===== src/rtl/is_pkg_uart_controller.sv =====
// Shared definitions for the UART controller slice: byte width, ASCII constants,
// hex-word transmitter state encoding and the nibble-to-ASCII mapping.
package is_pkg_uart_controller;

    localparam int unsigned DATA_W = 8;

    localparam logic [DATA_W-1:0] ASCII_CR = 8'h0D;
    localparam logic [DATA_W-1:0] ASCII_LF = 8'h0A;
    localparam logic [DATA_W-1:0] ASCII_0  = 8'h30;
    localparam logic [DATA_W-1:0] ASCII_X  = 8'h78;
    localparam logic [DATA_W-1:0] ASCII_A  = 8'h41;

    typedef enum logic [2:0] {
        IDLE,
        PFX0,
        PFX1,
        DIGIT,
        CR,
        LF
    } hex_tx_state_e;

    // Uppercase hex digit for one nibble.
    function automatic logic [DATA_W-1:0] nibble_to_ascii(input logic [3:0] nib);
        logic [DATA_W-1:0] n;
        n = {{(DATA_W-4){1'b0}}, nib};
        if (nib < 4'd10) begin
            return ASCII_0 + n;
        end
        return ASCII_A + n - DATA_W'(10);
    endfunction

endpackage


===== src/rtl/is_uart_hex_word_tx.sv =====
// Prints one binary word per handshake as "0x" + hex digits (MSB first) + CR LF
// on a registered valid/ready byte stream feeding the UART transmitter.
import is_pkg_uart_controller::*;

module is_uart_hex_word_tx #(
    parameter int unsigned WORD_W    = 32,
    parameter bit          PREFIX_EN = 1'b1,
    parameter bit          EOL_EN    = 1'b1
) (
    input  logic              clk_i,
    input  logic              rst_i,
    input  logic [WORD_W-1:0] word_i,
    input  logic              word_valid_i,
    output logic              word_ready_o,
    output logic [DATA_W-1:0] byte_data_o,
    output logic              byte_valid_o,
    input  logic              byte_ready_i,
    output logic              busy_o
);

    localparam int unsigned NIB_N = WORD_W / 4;
    localparam int unsigned CNT_W = (NIB_N > 1) ? $clog2(NIB_N) : 1;
    localparam logic [CNT_W-1:0] CNT_TOP = CNT_W'(NIB_N - 1);

    if ((WORD_W % 4 != 0) || (WORD_W < 4)) begin : g_bad_word_w
        $error("WORD_W must be a multiple of 4 and at least 4");
    end

    hex_tx_state_e     state_q, state_d;
    logic [WORD_W-1:0] shift_q, shift_d;
    logic [CNT_W-1:0]  cnt_q, cnt_d;
    logic [DATA_W-1:0] byte_data_q, byte_data_d;
    logic              byte_valid_q, byte_valid_d;
    logic              xfer;

    assign xfer = byte_valid_q & byte_ready_i;

    always_ff @(posedge clk_i or posedge rst_i) begin
        if (rst_i) begin
            state_q      <= IDLE;
            shift_q      <= '0;
            cnt_q        <= '0;
            byte_data_q  <= '0;
            byte_valid_q <= 1'b0;
        end else begin
            state_q      <= state_d;
            shift_q      <= shift_d;
            cnt_q        <= cnt_d;
            byte_data_q  <= byte_data_d;
            byte_valid_q <= byte_valid_d;
        end
    end

    always_comb begin
        state_d = state_q;
        shift_d = shift_q;
        cnt_d   = cnt_q;
        case (state_q)
            IDLE: begin
                if (word_valid_i) begin
                    shift_d = word_i;
                    cnt_d   = CNT_TOP;
                    state_d = PREFIX_EN ? PFX0 : DIGIT;
                end
            end
            PFX0:  if (xfer) state_d = PFX1;
            PFX1:  if (xfer) state_d = DIGIT;
            DIGIT: begin
                if (xfer) begin
                    shift_d = shift_q << 4;
                    // Exit on the last nibble so the counter never wraps.
                    if (cnt_q == '0) begin
                        state_d = EOL_EN ? CR : IDLE;
                    end else begin
                        cnt_d = cnt_q - CNT_W'(1);
                    end
                end
            end
            CR:      if (xfer) state_d = LF;
            LF:      if (xfer) state_d = IDLE;
            default: state_d = IDLE;
        endcase
    end

    // Byte outputs are registered: derive them from the state being entered.
    always_comb begin
        byte_data_d  = '0;
        byte_valid_d = (state_d != IDLE);
        case (state_d)
            PFX0:    byte_data_d = ASCII_0;
            PFX1:    byte_data_d = ASCII_X;
            DIGIT:   byte_data_d = nibble_to_ascii(shift_d[WORD_W-1 -: 4]);
            CR:      byte_data_d = ASCII_CR;
            LF:      byte_data_d = ASCII_LF;
            default: byte_data_d = '0;
        endcase
    end

    assign word_ready_o = (state_q == IDLE) & ~rst_i;
    assign busy_o       = (state_q != IDLE);
    assign byte_data_o  = byte_data_q;
    assign byte_valid_o = byte_valid_q;

endmodule


===== config.mk =====
export PLATFORM = sky130hd
export DESIGN_NAME = is_uart_hex_word_tx
export DESIGN_NICKNAME = d
export VERILOG_FILES = /design/src/rtl/is_pkg_uart_controller.sv /design/src/rtl/is_uart_hex_word_tx.sv
export SDC_FILE = /design/constraint.sdc
export NUM_CORES = 1
export LEC_CHECK = 0
export BUFFER_PORTS_ARGS = -buffer_cell sky130_fd_sc_hd__buf_2
export CAP_MARGIN = 20
export CORE_ASPECT_RATIO = 1.25
export CORE_MARGIN = 5
export CORE_UTILIZATION = 46
export DETAILED_ROUTE_END_ITERATION = 6
export HOLD_SLACK_MARGIN = 0.05
export PLACE_DENSITY = 0.69
export SYNTH_ARGS = -nofsm -noshare
export SYNTH_HDL_FRONTEND = slang
export SYNTH_SLANG_ARGS = --single-unit

===== constraint.sdc =====
create_clock -name clk_i -period 3 [get_ports clk_i]
set_clock_uncertainty 0.05 [all_clocks]
set_input_delay 0.45 -clock clk_i [delete_from_list [all_inputs] [get_ports clk_i]]
set_output_delay 0.45 -clock clk_i [all_outputs]
set_load 0.05 [all_outputs]

## Word level (Yosys, flattened, before mapping)

Index checks and enable logic that the tools add are counted.

- Register bits: 47
- Input port bits: 36
- Logic and storage cells: 54

- $add $sub $neg: 4
- $lt $le $gt $ge: 1
- Equal/unequal tests: 13
- Multiplexer cells: 20
- Bitwise gates (word level): 3
- Reduce and logical (&&, ||, !) cells: 7

Operators with widths:

| kind | number |
|---|---|
| $mux 32 | 2 |
| $pmux 32 s2 | 1 |
| $pmux 8 s5 | 1 |
| $mux 3 | 10 |
| $pmux 3 s6 | 1 |
| $mux 8 | 2 |
| $eq 3x2->1 const B | 4 |
| $eq 3x3->1 const B | 4 |
| $add 7x4->8 const A | 1 |
| $sub 8x4->8 const B | 1 |
| $add 6x4->7 const A | 1 |
| $eq 3x1->1 const B | 2 |
| $logic_not 3->1 | 2 |
| $ne 2x2->1 const B | 3 |
| $pmux 3 s2 | 1 |
| $reduce_bool 3->1 | 2 |
| $lt 4x4->1 const B | 1 |
| $reduce_and 4->1 | 1 |
| $reduce_and 3->1 | 1 |
| $sub 3x1->3 const B | 1 |
| $and 1x1->1 | 2 |
| $mux 1 | 2 |
| $reduce_bool 2->1 | 1 |
| $not 1->1 | 1 |

## Logic depth before layout (Yosys ltp)

Gate-level depths: netlist (run 1).

- Depth in word-level cells: 8
- Mapped depth: 10
- Gate-level depth less buffers: 10

## Worst setup path before layout (run 1)

Ideal clock, no wire load.

- Path type: register to register
- From: register byte_valid_q (netlist: byte_valid_o)
- To: register byte_data_q[2] (netlist: byte_data_o[2])
- Setup time: 92 ps
- Data arrival time: 2321 ps
- Required time: 2858 ps
- Slack: 537 ps
- Cell stages (with the launch flop): 10
- Buffers on the path: 1
- Path through: dfrtp_1 and2_1 clkbuf_1 nand3_1 and3_1 nor2_1 ha_1 nand2_1 nand2_1 o31ai_2

- Longest elaborated chain between the ends: 8

Ends and longest elaborated chain:

| item | line | source |
|---|---|---|
| start: declaration | is_uart_hex_word_tx.sv:33 | `logic byte_valid_q, byte_valid_d;` |
| start signal: assignment | is_uart_hex_word_tx.sv:50 | `byte_valid_q <= byte_valid_d;` |
| $and 1x1->1 * | is_uart_hex_word_tx.sv:36 | `assign xfer = byte_valid_q & byte_ready_i;` |
| branches (longest 6 deep; another with $add 7x4->8) | -- |  |
| $pmux 8 s5 * | is_uart_hex_word_tx.sv:89 | `case (state_d)` |
| net byte_data_d[2] | is_uart_hex_word_tx.sv:32 | `logic [DATA_W-1:0] byte_data_q, byte_data_d;` |
| end signal: assignment | is_uart_hex_word_tx.sv:49 | `byte_data_q <= byte_data_d;` |
| end: declaration | is_uart_hex_word_tx.sv:32 |  |

Mark *: on every way through the listed nets, which the timed path passes. The select of a mux whose other input is x is not followed.
A chain may end at the register's enable or synchronous reset.

## Final worst setup path (run 1)

- From: register state_q[2]
- To: register byte_data_q[4] (netlist: byte_data_o[4])

- Longest elaborated chain between the ends: 7

Ends and longest elaborated chain:

| item | line | source |
|---|---|---|
| start: declaration | is_uart_hex_word_tx.sv:29 | `hex_tx_state_e state_q, state_d;` |
| start signal: assignment | is_uart_hex_word_tx.sv:46 | `state_q <= state_d;` |
| $eq 3x2->1 / $logic_not 3->1 (equally long branches) | is_uart_hex_word_tx.sv:58 | `case (state_q)` |
| $pmux 32 s2 * | is_uart_hex_word_tx.sv:58 |  |
| net shift_d[29] | is_uart_hex_word_tx.sv:30 | `logic [WORD_W-1:0] shift_q, shift_d;` |
| branches (longest 3 deep; another with $add 7x4->8) | -- |  |
| $mux 8 * | is_pkg_uart_controller.sv:29 | `return ASCII_A + n - DATA_W'(10);` |
| $pmux 8 s5 * | is_uart_hex_word_tx.sv:89 |  |
| net byte_data_d[4] | is_uart_hex_word_tx.sv:32 |  |

Marked as above.

==> results of run 1 <==
flip-flops by register name (all words and copies together), names as in the netlist:
name / cells
byte_data_o: 7
shift_q: 32
byte_valid_o: 1
state_q: 3
cnt_q: 3
logic make-up (layout without fill, tap and decap cells):
logic type / after synthesis / count (layout) / share of synthesized area [%]
adder cells (fa/ha/maj): 4 / 4 / 2.23
AND/OR/NAND/NOR: 96 / 96 / 19.5
other: 1 / 1 / 0.167
XOR/XNOR: 1 / 1 / 0.390
multiplexers: 1 / 1 / 0.446
AO/OA/AOI/OAI: 66 / 66 / 21.6
buffers and inverters: 22 / 65 / 4.35
flip-flops: 46 / 46 / 51.3
stage by stage:
| step | std cells | cell area [um^2] |
|---|---|---|
| 2_1_floorplan | 237 | 2240 |
| 4_1_cts | 339 | 2630 |
| 6_report | 340 | 2650 |
| 5_1_grt | 340 | 2650 |
| 3_3_place_gp | 331 | 2520 |
| 3_5_place_dp | 331 | 2520 |
critical path: stages (launching register included):
cell and delay (ns):
dfrtp_1 0.52, or4b_1 0.75, o211ai_1 0.20, nand2_1 0.19
inv_1 0.09, ha_1 0.18, a21oi_1 0.06, o211a_1 0.22
o31ai_1 0.18
per-layer routing:
metal / vias up / global-route usage [%]
met2: 54 / 27.8
met5: - / 0
li1: 922 / -
met3: 7 / 3.67
met4: 0 / 5.87
met1: 859 / 21.8
layout make-up:
type                       instances  share of cell area (%)
sequential                        46                    43.5
inverter                           7                   0.992
clock buffer                       6                    2.74
clock inverter                     2                    1.42
tap                               60                    2.83
multi-input combinational        169                    38.2
timing repair buffer              50                    10.4
power by group:
group          switching [W]  leakage (nW)  internal, W
Combinational       0.000669         0.690     0.000364
Sequential          0.000145         0.587     0.000858
Clock               0.000210        0.0514     0.000249
cells in the mapped netlist, types with 2 or more instances:
cell type,n
a21o_1,2
a21oi_1,5
a22oi_1,25
a32oi_1,2
and2_1,2
buf_2,3
clkbuf_1,9
dfrtp_1,46
ha_1,4
inv_1,7
nand2_1,67
nand2b_1,2
nand3_1,3
nand3b_1,2
nor2_1,6
nor2b_1,2
o211a_1,2
o211ai_1,6
o21ai_0,8
o22ai_1,2
o31a_1,2
or3_1,4
path summary, 6_finish.rpt:
check	startpoint	to	slack, ns	cells past startpoint
worst max-delay path	state_q[2]	byte_data_o[4]	0.47	8
worst min-delay path	rst_i	byte_valid_o	0.05	2
worst max register to register	state_q[2]	byte_data_o[4]	0.47	8
worst min register to register	shift_q[20]	shift_q[20]	0.43	2
max in group asynchronous	rst_i	state_q[0]	2.37	3
min in group clk_i	word_i[3]	shift_q[3]	0.30	3
==> flow_metrics.env, run 1 <==
export IMPL_ys_ff_latch=46
export IMPL_core_area_um2=4730
export IMPL_clk_pin_slew_ns=0.08
export IMPL_fillers=421
export IMPL_ant_nets=0
export IMPL_grtUsageTotal_pct=16.8
export IMPL_layout_drive_gt1_share_pct=22.5
export IMPL_post_route_util_pct=56.0
export IMPL_io_buffers=45
export IMPL_startpoint_type="register"
export IMPL_cts_resized=0
export IMPL_status="completed"
export IMPL_worst_slack_ns=0.473
export IMPL_dr_total_vias=1842
export IMPL_hold_class="in2async"
export IMPL_rsz0062_at_grt="false"
export IMPL_power_w=0.00249
export IMPL_dp_slack_ns=0.496
export IMPL_final_cell_mix="67 x nand2_1, 46 x dfrtp_1, 45 x buf_2"
export IMPL_grt_ovfl_total=0
export IMPL_syn_area_per_cell_um2=9.47
export IMPL_drt_initial_drc_count=152
export IMPL_synth_area_um2=2240
export IMPL_layout_nets=319
export IMPL_drc_errors=0
export IMPL_worstPathRequired_ns=3.16
export IMPL_async_flop_share_pct=100
export IMPL_drt_wl_total_mm=5.05
export IMPL_multi_input_area_um2=1010
export IMPL_fin_tns_setup_ns=0
export IMPL_synth_top_cell_by_area="dfrtp_1"
export IMPL_grt_pass1_vias=1804
export IMPL_grt_pass1_wl_mm=8.38
export IMPL_cts_hold_buffers=0
export IMPL_die_h_um=88.1
export IMPL_routed_via_density=5.42
export IMPL_crit_type="reg2reg"
export IMPL_power_leakage_nw=1.33
export IMPL_yosysWarnings=0
export IMPL_cp_arrival_ns=2.69
export IMPL_area_growth_synth_to_final_pct=18.0
export IMPL_routed_top_layer="met4"
export IMPL_min_period_over_period_pct=84.2
export IMPL_cts_root_buffer="clkbuf_8"
export IMPL_routabilityCongestion=0.855
export IMPL_h_tree_depth=2
export IMPL_power_density_nw_per_um2=942
export IMPL_synth_main_ff_cell="dfrtp_1"
export IMPL_die_area_um2=6390
export IMPL_clk_latency_ns=0.30
export IMPL_slew_violations=0
export IMPL_wl_met1_mm=2.22
export IMPL_post_cts_buffers=0
export IMPL_wl_met2_mm=2.44
export IMPL_setup_viol=0
export IMPL_final_seq_area_um2=1150
export IMPL_vdd_ir_drop_max_uv=469
export IMPL_initial_core_util_pct=47.5
export IMPL_synth_edf_count=0
export IMPL_cp_max_fo=13
export IMPL_drtPass1Iterations=4
export IMPL_cts_sinks=46
export IMPL_synth_cell_type_count=48
export IMPL_antenna_found_initial=0
export IMPL_cts_buffers=5
export IMPL_dp_hpwl_mm=3.60
export IMPL_drv_cap=0
export IMPL_die_w_um=72.5
export IMPL_fmax_mhz=396
export IMPL_syn_num_nets=277
export IMPL_synth_top_area_share_pct=51.3
export IMPL_whs_ns=0.0528
export IMPL_yosys_top_cells_area="dfrtp_1 51%, nand2_1 11%, a22oi_1 8.4%"
export IMPL_ys_seq_area_share_pct=51.3
export IMPL_synth_cells=237
export IMPL_num_rows=28
export IMPL_cts_max_path_buffers=2
export IMPL_post_drt_wl_per_cell_um=14.9
export IMPL_ioPinCount=47
export IMPL_n_antenna_cell=0
export IMPL_cts_tree="yes"
export IMPL_wl_met3_um=305
export IMPL_period_needed_ns=2.53
export IMPL_grt_max_degree=47
export IMPL_final_common_cell="nand2_1"
export IMPL_end_kind="register"
export IMPL_hold_viol_final=0
No activity file was read; power rests on OpenSTA's default activity.
==> run 2, diff against run 1 <==
Clock period 3 ns to 2.61 ns, I/O delays scaled along.
==> run 2 against run 1 <==
  * Sequential cell count is the same
  * Non-clock buffer count up 6
  * Final cell count grew 1.5%
  * Cell area about the same
  * Fmax rose by 2.2%
  * Global-route usage increased by 1.4 points
  * Die area unchanged
  * Via count rose by 5.3%
  * Sequential share of layout area hardly changed
  * Highest routed layer unchanged
==> flow_metrics.env, run 2 (synthesized netlist as in run 1, its figures left out) <==
export IMPL_status="completed"
export IMPL_vdd_ir_drop_max_uv=425
export IMPL_grt_met3_usage_pct=4.25
export IMPL_antenna_found_initial=0
export IMPL_routabilityCongestion=0.924
export IMPL_largest_register_ffs=32
export IMPL_cts_hold_buffers=1
export IMPL_ioPinCount=47
export IMPL_clk_latency_ns=0.30
export IMPL_dr_total_vias=1939
export IMPL_period_needed_ns=2.47
export IMPL_startpoint_type="register"
export IMPL_crit_family="simple AND/OR/NAND/NOR gates"
export IMPL_min_period_over_period_pct=94.7
export IMPL_grtUsageTotal_pct=18.2
export IMPL_cts_root_buffer="clkbuf_8"
export IMPL_drt_initial_drc_count=186
export IMPL_cp_arrival_ns=2.62
export IMPL_cts_resized=0
export IMPL_slew_violations=0
export IMPL_setup_viol=0
export IMPL_core_area_um2=4730
export IMPL_drc_errors=0
export IMPL_layout_nets=325
export IMPL_max_stage_delay_ns=0.73
export IMPL_hold_viol_final=0
export IMPL_hold_class="in2reg"
export IMPL_final_common_cell="nand2_1"
export IMPL_crit_buf_inv=1
export IMPL_cts_sinks=46
export IMPL_fin_tns_setup_ns=0
export IMPL_cts_max_path_buffers=2
export IMPL_rsz0062_at_grt="false"
export IMPL_die_area_um2=6390
export IMPL_grt_pass1_wl_mm=8.95
export IMPL_dp_hpwl_mm=3.81
export IMPL_initial_core_util_pct=47.5
export IMPL_post_cts_buffers=0
export IMPL_final_cell_mix="67 x nand2_1, 46 x dfrtp_1, 45 x buf_2"
export IMPL_num_rows=28
export IMPL_crit_slowest_cell="or4b_1"
export IMPL_post_drt_wl_per_cell_um=15.3
export IMPL_cts_tree="yes"
export IMPL_path_cells="or4b_1 > o211ai_1 > nand2_1 > inv_1 > ha_1 > a21oi_1 > o211a_1 > o31ai_1"
export IMPL_whs_ns=0.245
export IMPL_layout_drive_gt1_share_pct=23.2
export IMPL_grt_max_degree=31
export IMPL_grt_pass1_vias=1903
export IMPL_regMostFlops="shift_q"
export IMPL_area_growth_synth_to_final_pct=18.1
export IMPL_cts_buffers=5
export IMPL_drtPass1Iterations=5
export IMPL_die_h_um=88.1
export IMPL_drt_wl_total_mm=5.28
export IMPL_use_met2_pct=29.1
export IMPL_gr_max_usage_layer="met2"
export IMPL_power_leakage_nw=1.34
export IMPL_drv_cap=0
export IMPL_routed_via_density=5.62
export IMPL_fillers=465
export IMPL_fmax_mhz=405
export IMPL_end_kind="register"
export IMPL_cp_max_fo=15
export IMPL_grt_use_met1_pct=23.4
export IMPL_power_w=0.00281
export IMPL_n_antenna_cell=0
export IMPL_dpl_cell_area_um2=2560
export IMPL_worstPathRequired_ns=2.76
export IMPL_power_density_nw_per_um2=1060
export IMPL_io_buffers=45
export IMPL_h_tree_depth=2
export IMPL_crit_type="reg2reg"
export IMPL_ant_nets=0
export IMPL_stdcell_count=345
export IMPL_clk_pin_slew_ns=0.09
export IMPL_fin_area_um2=2650
export IMPL_dp_cells=337
export IMPL_die_w_um=72.5
export IMPL_grt_ovfl_total=0
-- run 2: cell type report --
cell class	count	area (um^2)	area share, %
multi-input combinational	169	1010	38.1
timing repair buffer	56	310	11.7
tap	60	75.1	2.83
sequential	46	1150	43.4
inverter	7	26.3	0.992
clock buffer	7	76.3	2.88
-- run 2: tightest hold or removal path, delay by kind of cell --
| kind | cells | cell delay, ns |
|---|---|---|
| buffers and inverters | 1 | 0.07 |
| and+or+nand+nor | 1 | 0.04 |
| AOI/OAI and AO/OA | 1 | 0.05 |
-- run 2: through the flow --
| step | worst slack, ns | utilization, % |
|---|---|---|
| finish | 0.138 | 56.0 |
| global route | 0.0122 | 56.0 |
| CTS | 0.162 | 56.0 |
| detailed placement | 0.199 | 54.2 |
| global placement | 0.272 | 54.2 |
| floorplan | 0.147 | - |
-- run 2: path summary, 6_finish.rpt --
path                             endpoint  cells past startpoint   startpoint  slack, ns
setup / recovery           byte_data_o[4]                      8   state_q[1]       0.14
hold / removal                 shift_q[3]                      3    word_i[3]       0.25
setup reg to reg           byte_data_o[4]                      8   state_q[1]       0.14
hold reg to reg               shift_q[18]                      2  shift_q[18]       0.43
max in group asynchronous     shift_q[22]                      4        rst_i       1.48
min in group asynchronous    byte_valid_o                      3        rst_i       0.51
-- run 2: report_power, final --
group          switching, W  total (W)  leakage [nW]  internal [W]
clock              0.000230   0.000415        0.0383      0.000185
sequential         0.000160    0.00115         0.587      0.000987
combinational      0.000798    0.00125         0.715      0.000449
-- run 2: metal layers --
layer	share of wire, %	wire length, um
met4	2.5	131
met2	48	2520
met1	44	2310
met3	5.9	312
met5	0	0
